## config.mk

```make
export PLATFORM = sky130hd
export DESIGN_NAME = ibex_alu_arbiter
export DESIGN_NICKNAME = d
export VERILOG_FILES = /design/src/rtl/ibex_alu_arbiter.sv
export SDC_FILE = /design/constraint.sdc
export NUM_CORES = 1
export LEC_CHECK = 0
export ABC_AREA = 1
export CAP_MARGIN = 25
export CORE_AREA = 4 4 110 112
export DETAILED_ROUTE_END_ITERATION = 6
export DIE_AREA = 0 0 114 116
export PLACE_DENSITY = 0.74
export SLEW_MARGIN = 20
export SYNTH_ARGS = -nofsm -noshare
export SYNTH_HDL_FRONTEND = slang
export SYNTH_SLANG_ARGS = --single-unit
```

## constraint.sdc

```tcl
create_clock -name clk_i -period 1.53 [get_ports clk_i]
set_input_delay 0.153 -clock clk_i [delete_from_list [all_inputs] [get_ports clk_i]]
set_output_delay 0.153 -clock clk_i [all_outputs]
set_load 0.01 [all_outputs]
```

## src/rtl/ibex_alu_arbiter.sv

```systemverilog
// rtl/ibex_alu_arbiter.sv - Shares one combinational ALU between NumReq valid/ready requesters.
// Define IBEX_ALU_ARB_FIXED_PRIO_EN for fixed lowest-index priority instead of round-robin.

package ibex_alu_arb_pkg;
   typedef enum logic [6:0] {
      ALU_ADD  = 7'd0,
      ALU_SUB  = 7'd1,
      ALU_XOR  = 7'd2,
      ALU_OR   = 7'd3,
      ALU_AND  = 7'd4,
      ALU_SLT  = 7'd5,
      ALU_SLTU = 7'd6,
      ALU_EQ   = 7'd7
   } alu_op_e;
endpackage

module ibex_alu_arbiter
   import ibex_alu_arb_pkg::*;
#(
   parameter int unsigned NumReq = 2,
   parameter int unsigned IdW    = $clog2(NumReq)
) (
   input  logic                     clk_i,
   input  logic                     rst_ni,
   input  logic [NumReq-1:0]        req_valid_i,
   output logic [NumReq-1:0]        req_ready_o,
   input  alu_op_e [NumReq-1:0]     req_operator_i,
   input  logic [NumReq-1:0][31:0]  req_operand_a_i,
   input  logic [NumReq-1:0][31:0]  req_operand_b_i,
   output logic                     rsp_valid_o,
   input  logic                     rsp_ready_i,
   output logic [IdW-1:0]           rsp_id_o,
   output logic [31:0]              rsp_result_o,
   output logic                     rsp_cmp_o,
   output alu_op_e                  alu_operator_o,
   output logic [31:0]              alu_operand_a_o,
   output logic [31:0]              alu_operand_b_o,
   output logic                     alu_multdiv_sel_o,
   input  logic [31:0]              alu_result_i,
   input  logic                     alu_comparison_result_i
);

   typedef enum logic {
      EMPTY = 1'b0,
      FULL  = 1'b1
   } state_e;

   state_e         state_q, state_d;
   logic [IdW-1:0] gnt_idx;
   logic           gnt_found;
   logic           can_accept;
   logic           accept;

   logic [IdW-1:0] rsp_id_q, rsp_id_d;
   logic [31:0]    rsp_result_q, rsp_result_d;
   logic           rsp_cmp_q, rsp_cmp_d;

`ifdef IBEX_ALU_ARB_FIXED_PRIO_EN
   always_comb begin
      gnt_found = 1'b0;
      gnt_idx   = '0;
      for (int unsigned k = 0; k < NumReq; k++) begin
         if (!gnt_found && req_valid_i[k]) begin
            gnt_found = 1'b1;
            gnt_idx   = IdW'(k);
         end
      end
   end
`else
   logic [IdW-1:0] rr_ptr_q, rr_ptr_d;

   // Search starts at rr_ptr and wraps explicitly so non-power-of-2 NumReq stays in range.
   always_comb begin
      int unsigned    idx;
      logic [IdW-1:0] idx_n;
      gnt_found = 1'b0;
      gnt_idx   = rr_ptr_q;
      idx       = 0;
      idx_n     = '0;
      for (int unsigned k = 0; k < NumReq; k++) begin
         idx = 32'(rr_ptr_q) + k;
         if (idx >= NumReq) begin
            idx = idx - NumReq;
         end
         idx_n = IdW'(idx);
         if (!gnt_found && req_valid_i[idx_n]) begin
            gnt_found = 1'b1;
            gnt_idx   = idx_n;
         end
      end
   end

   always_comb begin
      rr_ptr_d = rr_ptr_q;
      if (accept) begin
         rr_ptr_d = (gnt_idx == IdW'(NumReq - 1)) ? '0 : gnt_idx + 1'b1;
      end
   end

   always_ff @(posedge clk_i or negedge rst_ni) begin
      if (!rst_ni) begin
         rr_ptr_q <= '0;
      end else begin
         rr_ptr_q <= rr_ptr_d;
      end
   end
`endif

   assign can_accept = (state_q == EMPTY) | rsp_ready_i;
   assign accept     = can_accept & gnt_found;

   always_comb begin
      req_ready_o = '0;
      if (accept) begin
         req_ready_o[gnt_idx] = 1'b1;
      end
   end

   // With no request the mux parks on the default index; the ALU is stateless.
   assign alu_operator_o    = req_operator_i[gnt_idx];
   assign alu_operand_a_o   = req_operand_a_i[gnt_idx];
   assign alu_operand_b_o   = req_operand_b_i[gnt_idx];
   assign alu_multdiv_sel_o = 1'b0;

   always_comb begin
      state_d = state_q;
      case (state_q)
         EMPTY: begin
            if (accept) begin
               state_d = FULL;
            end
         end
         FULL: begin
            if (rsp_ready_i && !accept) begin
               state_d = EMPTY;
            end
         end
         default: state_d = EMPTY;
      endcase
   end

   always_comb begin
      rsp_id_d     = rsp_id_q;
      rsp_result_d = rsp_result_q;
      rsp_cmp_d    = rsp_cmp_q;
      if (accept) begin
         rsp_id_d     = gnt_idx;
         rsp_result_d = alu_result_i;
         rsp_cmp_d    = alu_comparison_result_i;
      end
   end

   always_ff @(posedge clk_i or negedge rst_ni) begin
      if (!rst_ni) begin
         state_q      <= EMPTY;
         rsp_id_q     <= '0;
         rsp_result_q <= '0;
         rsp_cmp_q    <= 1'b0;
      end else begin
         state_q      <= state_d;
         rsp_id_q     <= rsp_id_d;
         rsp_result_q <= rsp_result_d;
         rsp_cmp_q    <= rsp_cmp_d;
      end
   end

   assign rsp_valid_o  = (state_q == FULL);
   assign rsp_id_o     = rsp_id_q;
   assign rsp_result_o = rsp_result_q;
   assign rsp_cmp_o    = rsp_cmp_q;

endmodule

```

==> impl_metrics.yaml, run 1 <==
power_and_ir_drop:
  p_leak_nw: 3.10
  irDropWorstVdd_v: 0.000492
  finalPower_mw: 4.83
  power_density_nw_per_um2: 767
sta:
  slew_viol_final: 0
  rsz0062_at_grt: "true"
  fin_skew_ns: 0.00301
  setup_violations: 72
  finalWorstSetupSlack_ns: -0.262
  fmax_ghz: 0.558
  layout_min_cycle_time_ns: 1.79
  post-route-period-util: 1.17
  hold_viol: 0
clock_network:
  cts_hold_buffers: 0
  root_buffer: "clkbuf_16"
  htree_num_levels: 2
  ctsLongestPathBuffers: 2
  cts_num_sinks: 36
  path_clk_slew_ns: 0.06
  insertion_delay_ns: 0.27
  cts_buffers: 5
  cts_tree: "yes"
synthesis:
  synth.area.top_cells: "dfrtp_1 (35%), nand2_1 (31%), nand3_1 (21%), buf_6 (4.0%), buf_2 (3.9%)"
  synthArstFlopShare: 1.00
  netlist_area_sq_um: 2540
  ys_warn_count: 0
  synth_cells: 401
  syn_nets: 581
  synth_top_area_frac: 0.355
  synth-seq-area-share: 0.355
  synth_ff_type: "dfrtp_1"
  avgSynthCellArea_sq_um: 6.33
  yosysTopAreaCell: "dfrtp_1"
  synth_edf_count: 0
  yosysUniqueCellTypes: 17
  synth.ff_latch_count: 36
status:
  status: "finished with violations"
  violations: "setup timing"
route:
  first_pass_iters: 6
  avgRoutedWirePerCell_um: 17.0
  post-route-drc-count: 0
  ant_nets: 0
  totalWireLength_um: 14500
  via_per_inst: 4.60
  drtIter0Drc: 252
  vias: 3905
setup_path:
  endpoint_kind: "primary output"
  criticalPathCategory: "register to primary output"
  rr_worst_depth: 6
  cp_max_fo: 8
  cp.arrival_ns: 1.64
  cp-start-kind: "register"
  required_ns: 1.38
  r2r-start: "rsp_valid_o"
  ff2ff_setup_slack_ns: 0.15
  r2r_end: "rr_ptr_q"
floorplanning:
  dieArea_sq_um: 13200
  die_w_um: 114
  die_h_um: 116
  num_rows: 39
  fp.coreArea_sq_um: 11200
  initial_utilization: 0.226
  io_pins: 289
final_layout:
  final_util: 0.561
  drive_above_1_share: 0.296
  antenna_cells: 0
  final_net_count: 885
  area_growth_pct: 148
  final_area_sq_um: 6290
  stdcell_count: 849
  layout_common_cells: "clkdlybuf4s50_1 (213), nand2_1 (152), nand3_1 (86)"
  final_common_cell: "clkdlybuf4s50_1"
  fill_cells: 986
placed_design:
  placed_cells_incl_taps: 822
  dp_hpwl_um: 10200
  io_buffers: 287
  place_area_sq_um: 5630
  gp_congestion: 0.867
global_routing:
  grtUsageTotal: 0.179
  grt_max_degree: 37
  antenna_found_initial: 0
  grt_pass1_wl_um: 19200
  gr-total-overflow: 0
  grt_pass1_vias: 3675
min_path:
  hp-class: "primary input to asynchronous set/reset pin"
job:
  maxCapViolCount: 0
## synth_stat cells, types with 3 or more instances
master,n
buf_2,20
buf_1,3
inv_1,5
nand2_1,212
dfrtp_1,36
buf_6,9
nand3_1,104
nand2_2,3
## timing repair
action | 4_1_cts | 5_1_grt
endpoints found under the hold margin | 0 | 0
setup buffers | 6 | 7
setup endpoints to repair | 73 | 73
gates resized for setup | 180 | 250
gates cloned | 4 | 8
pin swaps | 4 | 15
## stage by stage
step	worst slack, ns	setup TNS (ns)	hold slack (ns)
after floorplan	0.308	0	-0.143
after global routing	-0.320	-18.26	0.346
after global placement	-0.595	-39.87	0.456
after detailed placement	-0.603	-42.33	0.461
final	-0.262	-13.68	0.297
after CTS	-0.530	-21.75	0.309
## how the worst max path moves through the flow
| stage | startpoint | endpoint | slack (ns) | cells past startpoint |
|---|---|---|---|---|
| CTS | rr_ptr_q | alu_operand_b_o[21] | -0.53 | 6 |
| detailed placement | req_valid_i[1] | alu_operand_a_o[28] | -0.60 | 6 |
| finish | rr_ptr_q | alu_operand_a_o[21] | -0.26 | 7 |
| global placement | req_valid_i[1] | alu_operand_a_o[28] | -0.60 | 6 |
| global route | rr_ptr_q | alu_operand_a_o[21] | -0.32 | 7 |
| floorplan | rr_ptr_q | alu_operand_a_o[0] | 0.31 | 6 |
## routing by layer
metal / track usage / part of all wire
met1: 0.211 / 0.37
met2: 0.323 / 0.52
met3: 0.0402 / 0.077
met4: 0.0578 / 0.031
met5: 0 / 0
## report_power, final
group / switching (mW) / internal [mW]
registers: 0.0743 / 1.08
logic: 1.14 / 1.39
clock network: 0.385 / 0.764
## state kept, by name (all words and copies together), names as in the netlist
register	count
rr_ptr_q	1
rsp_id_o	1
rsp_valid_o	1
rsp_result_o	32
rsp_cmp_o	1
## logic make-up after synthesis
kind of cell	count (synthesis)	share of synthesized area
and+or+nand+nor	324	0.545
buffers and inverters	38	0.0941
DFF	36	0.355
AOI/OAI and AO/OA	2	0.00493
other	1	0.00148
## worst max-delay path, cell delays in order (launching register included)
cell and delay, ns:
dfrtp_1 0.40, or2_4 0.35, nand2_8 0.15, buf_8 0.15, buf_6 0.10, nand2_2 0.04, nand2_1 0.05, buf_2 0.12
## area by class of cell
cell class | count | area (sq um) | area share
clock inverters | 3 | 42.5 | 0.00676
multi-input cells | 328 | 1780 | 0.282
clock buffers | 5 | 125 | 0.0199
well taps | 143 | 179 | 0.0284
inverters | 5 | 18.8 | 0.00298
repair buffers | 329 | 3250 | 0.516
flip-flops and latches | 36 | 901 | 0.143
(Power assumes the default switching activity.)
==> inputs of run 2 (changes only) <==
--- a/config.mk
+++ b/config.mk
@@ -10,7 +10,8 @@
 export CORE_AREA = 4 4 110 112
 export DETAILED_ROUTE_END_ITERATION = 6
 export DIE_AREA = 0 0 114 116
-export PLACE_DENSITY = 0.74
+export PLACE_DENSITY = 0.73
+export SETUP_SLACK_MARGIN = 0.05
 export SLEW_MARGIN = 20
 export SYNTH_ARGS = -nofsm -noshare
 export SYNTH_HDL_FRONTEND = slang
==> run 2 against run 1 <==
Compared with the run above: the run still ends with setup timing left; routed wire length decreased by 0.91%; flip-flop and latch count stayed put; die area stayed put; via count increased by 1.6%; first-iteration DRC count shrank 16%; clock skew fell by 0.0011 ns; hold slack better by 0.14 ns; register-to-register slack improved by 0.08 ns; combinational power shrank 2%; maximum frequency shrank 3.7%; critical path type unchanged; critical endpoint is now alu_operand_b_o[18].
==> impl_metrics.yaml, run 2 (synthesized netlist as in run 1, its figures left out) <==
status:
  status: "finished with violations"
  violations: "setup timing"
route:
  totalWireLength_um: 14300
  post-route-drc-count: 0
  vias: 3966
  avgRoutedWirePerCell_um: 16.6
  first_pass_iters: 4
  ant_nets: 0
  drtIter0Drc: 212
  via_per_inst: 4.61
floorplanning:
  dieArea_sq_um: 13200
  initial_utilization: 0.226
  io_pins: 289
  die_h_um: 116
  num_rows: 39
  fp.coreArea_sq_um: 11200
  die_w_um: 114
power_and_ir_drop:
  power_density_nw_per_um2: 750
  p_leak_nw: 3.06
  irDropWorstVdd_v: 0.000466
  finalPower_mw: 4.65
global_routing:
  grtUsageTotal: 0.191
  gr-total-overflow: 0
  grt_max_degree: 37
  grt_pass1_vias: 3918
  grt_pass1_wl_um: 20300
  antenna_found_initial: 0
placed_design:
  dp_hpwl_um: 10400
  io_buffers: 287
  dp_slack_ns: -0.661
  gp_congestion: 0.868
  place_area_sq_um: 5610
  placed_cells_incl_taps: 822
sta:
  worst_slew_pin_slew_ns: 0.777
  rsz0062_at_grt: "true"
  setup_violations: 71
  fmax_ghz: 0.538
  setup_tns_ns: -16.13
  relSlewSlack: 0.482
  slew_viol_final: 0
  finalWorstSetupSlack_ns: -0.330
  fin_skew_ns: 0.00195
  layout_min_cycle_time_ns: 1.86
  hold_viol: 0
  post-route-period-util: 1.22
  hold_slack_ns: 0.434
final_layout:
  drive_above_1_share: 0.279
  layout_common_cells: "clkdlybuf4s50_1 (211), nand2_1 (169), nand3_1 (90)"
  final_area_sq_um: 6200
  largest_reg_flops: 32
  final_util: 0.552
  fill_cells: 1018
  final_net_count: 897
  antenna_cells: 0
  stdcell_count: 861
  final_common_cell: "clkdlybuf4s50_1"
  area_growth_pct: 144
setup_path:
  required_ns: 1.38
  endpoint_kind: "primary output"
  cp.arrival_ns: 1.71
  crit_start: "rr_ptr_q"
  cp_max_fo: 7
  cp-start-kind: "register"
  r2r-start: "rsp_valid_o"
  criticalPathCategory: "register to primary output"
clock_network:
  insertion_delay_ns: 0.27
  cts_num_sinks: 36
  path_clk_slew_ns: 0.05
  ctsLongestPathBuffers: 2
  cts_buffers: 5
  root_buffer: "clkbuf_16"
  cts_tree: "yes"
  htree_num_levels: 2
min_path:
  hp-class: "primary input to register"
  hp-start: "alu_result_i[15]"
job:
  maxCapViolCount: 0
-- run 2: repair_timing --
| item | in CTS | in global routing |
|---|---|---|
| setup buffers | 20 | 8 |
| hold endpoints to repair | 36 | 0 |
| hold buffers | 1 | 0 |
| endpoints found under the setup margin | 73 | 75 |
| gates cloned | 6 | 2 |
| pin swaps | 2 | 10 |
| resized for setup | 321 | 93 |
-- run 2: layout make-up --
class	count	area, sq um	area share
timing repair buffer	341	3330	0.538
clock inverter	1	7.51	0.00121
tap	143	179	0.0289
multi-input combinational	328	1620	0.261
clock buffer	7	143	0.0230
inverter	5	18.8	0.00303
sequential	36	901	0.145
-- run 2: report_power, final --
group          leakage [nW]  switching [mW]  internal [mW]
Sequential            0.437          0.0750           1.08
Combinational          2.55            1.09           1.40
Clock                0.0701           0.361          0.647
-- run 2: worst max-delay path, stage by stage, from the launching register on --
cell and delay [ns]:
dfrtp_1 0.42, or2_4 0.32, nand2_8 0.12, buf_12 0.12, buf_8 0.12, buf_6 0.10
nand2_2 0.04, nand2_1 0.05, buf_2 0.14
-- run 2: final timing paths --
path | to | slack (ns) | cells past startpoint
worst max-delay path | alu_operand_b_o[18] | -0.33 | 8
worst min register to register | rsp_result_o[22] | 0.47 | 2
max in group asynchronous | rr_ptr_q | 0.54 | 2
worst min-delay path | rsp_result_o[15] | 0.43 | 3
min in group asynchronous | rsp_result_o[2] | 0.50 | 2
worst max register to register | rsp_id_o | 0.23 | 6
-- run 2: layer usage --
metal / global-route usage / share of wire / vias to the layer above
met3: 0.0574 / 0.086 / 31
met2: 0.351 / 0.53 / 212
met1: 0.216 / 0.36 / 1812
met4: 0.0467 / 0.026 / 0
met5: 0 / 0 / -
li1: - / - / 1911
==> inputs of run 3 (changes only) <==
--- a/config.mk
+++ b/config.mk
@@ -8,6 +8,7 @@
 export ABC_AREA = 1
 export CAP_MARGIN = 25
 export CORE_AREA = 4 4 110 112
+export CTS_CLUSTER_DIAMETER = 150
 export DETAILED_ROUTE_END_ITERATION = 6
 export DIE_AREA = 0 0 114 116
 export PLACE_DENSITY = 0.73
==> results of run 3 <==
Final layout, timing and power as in run 2 (identical DEF).
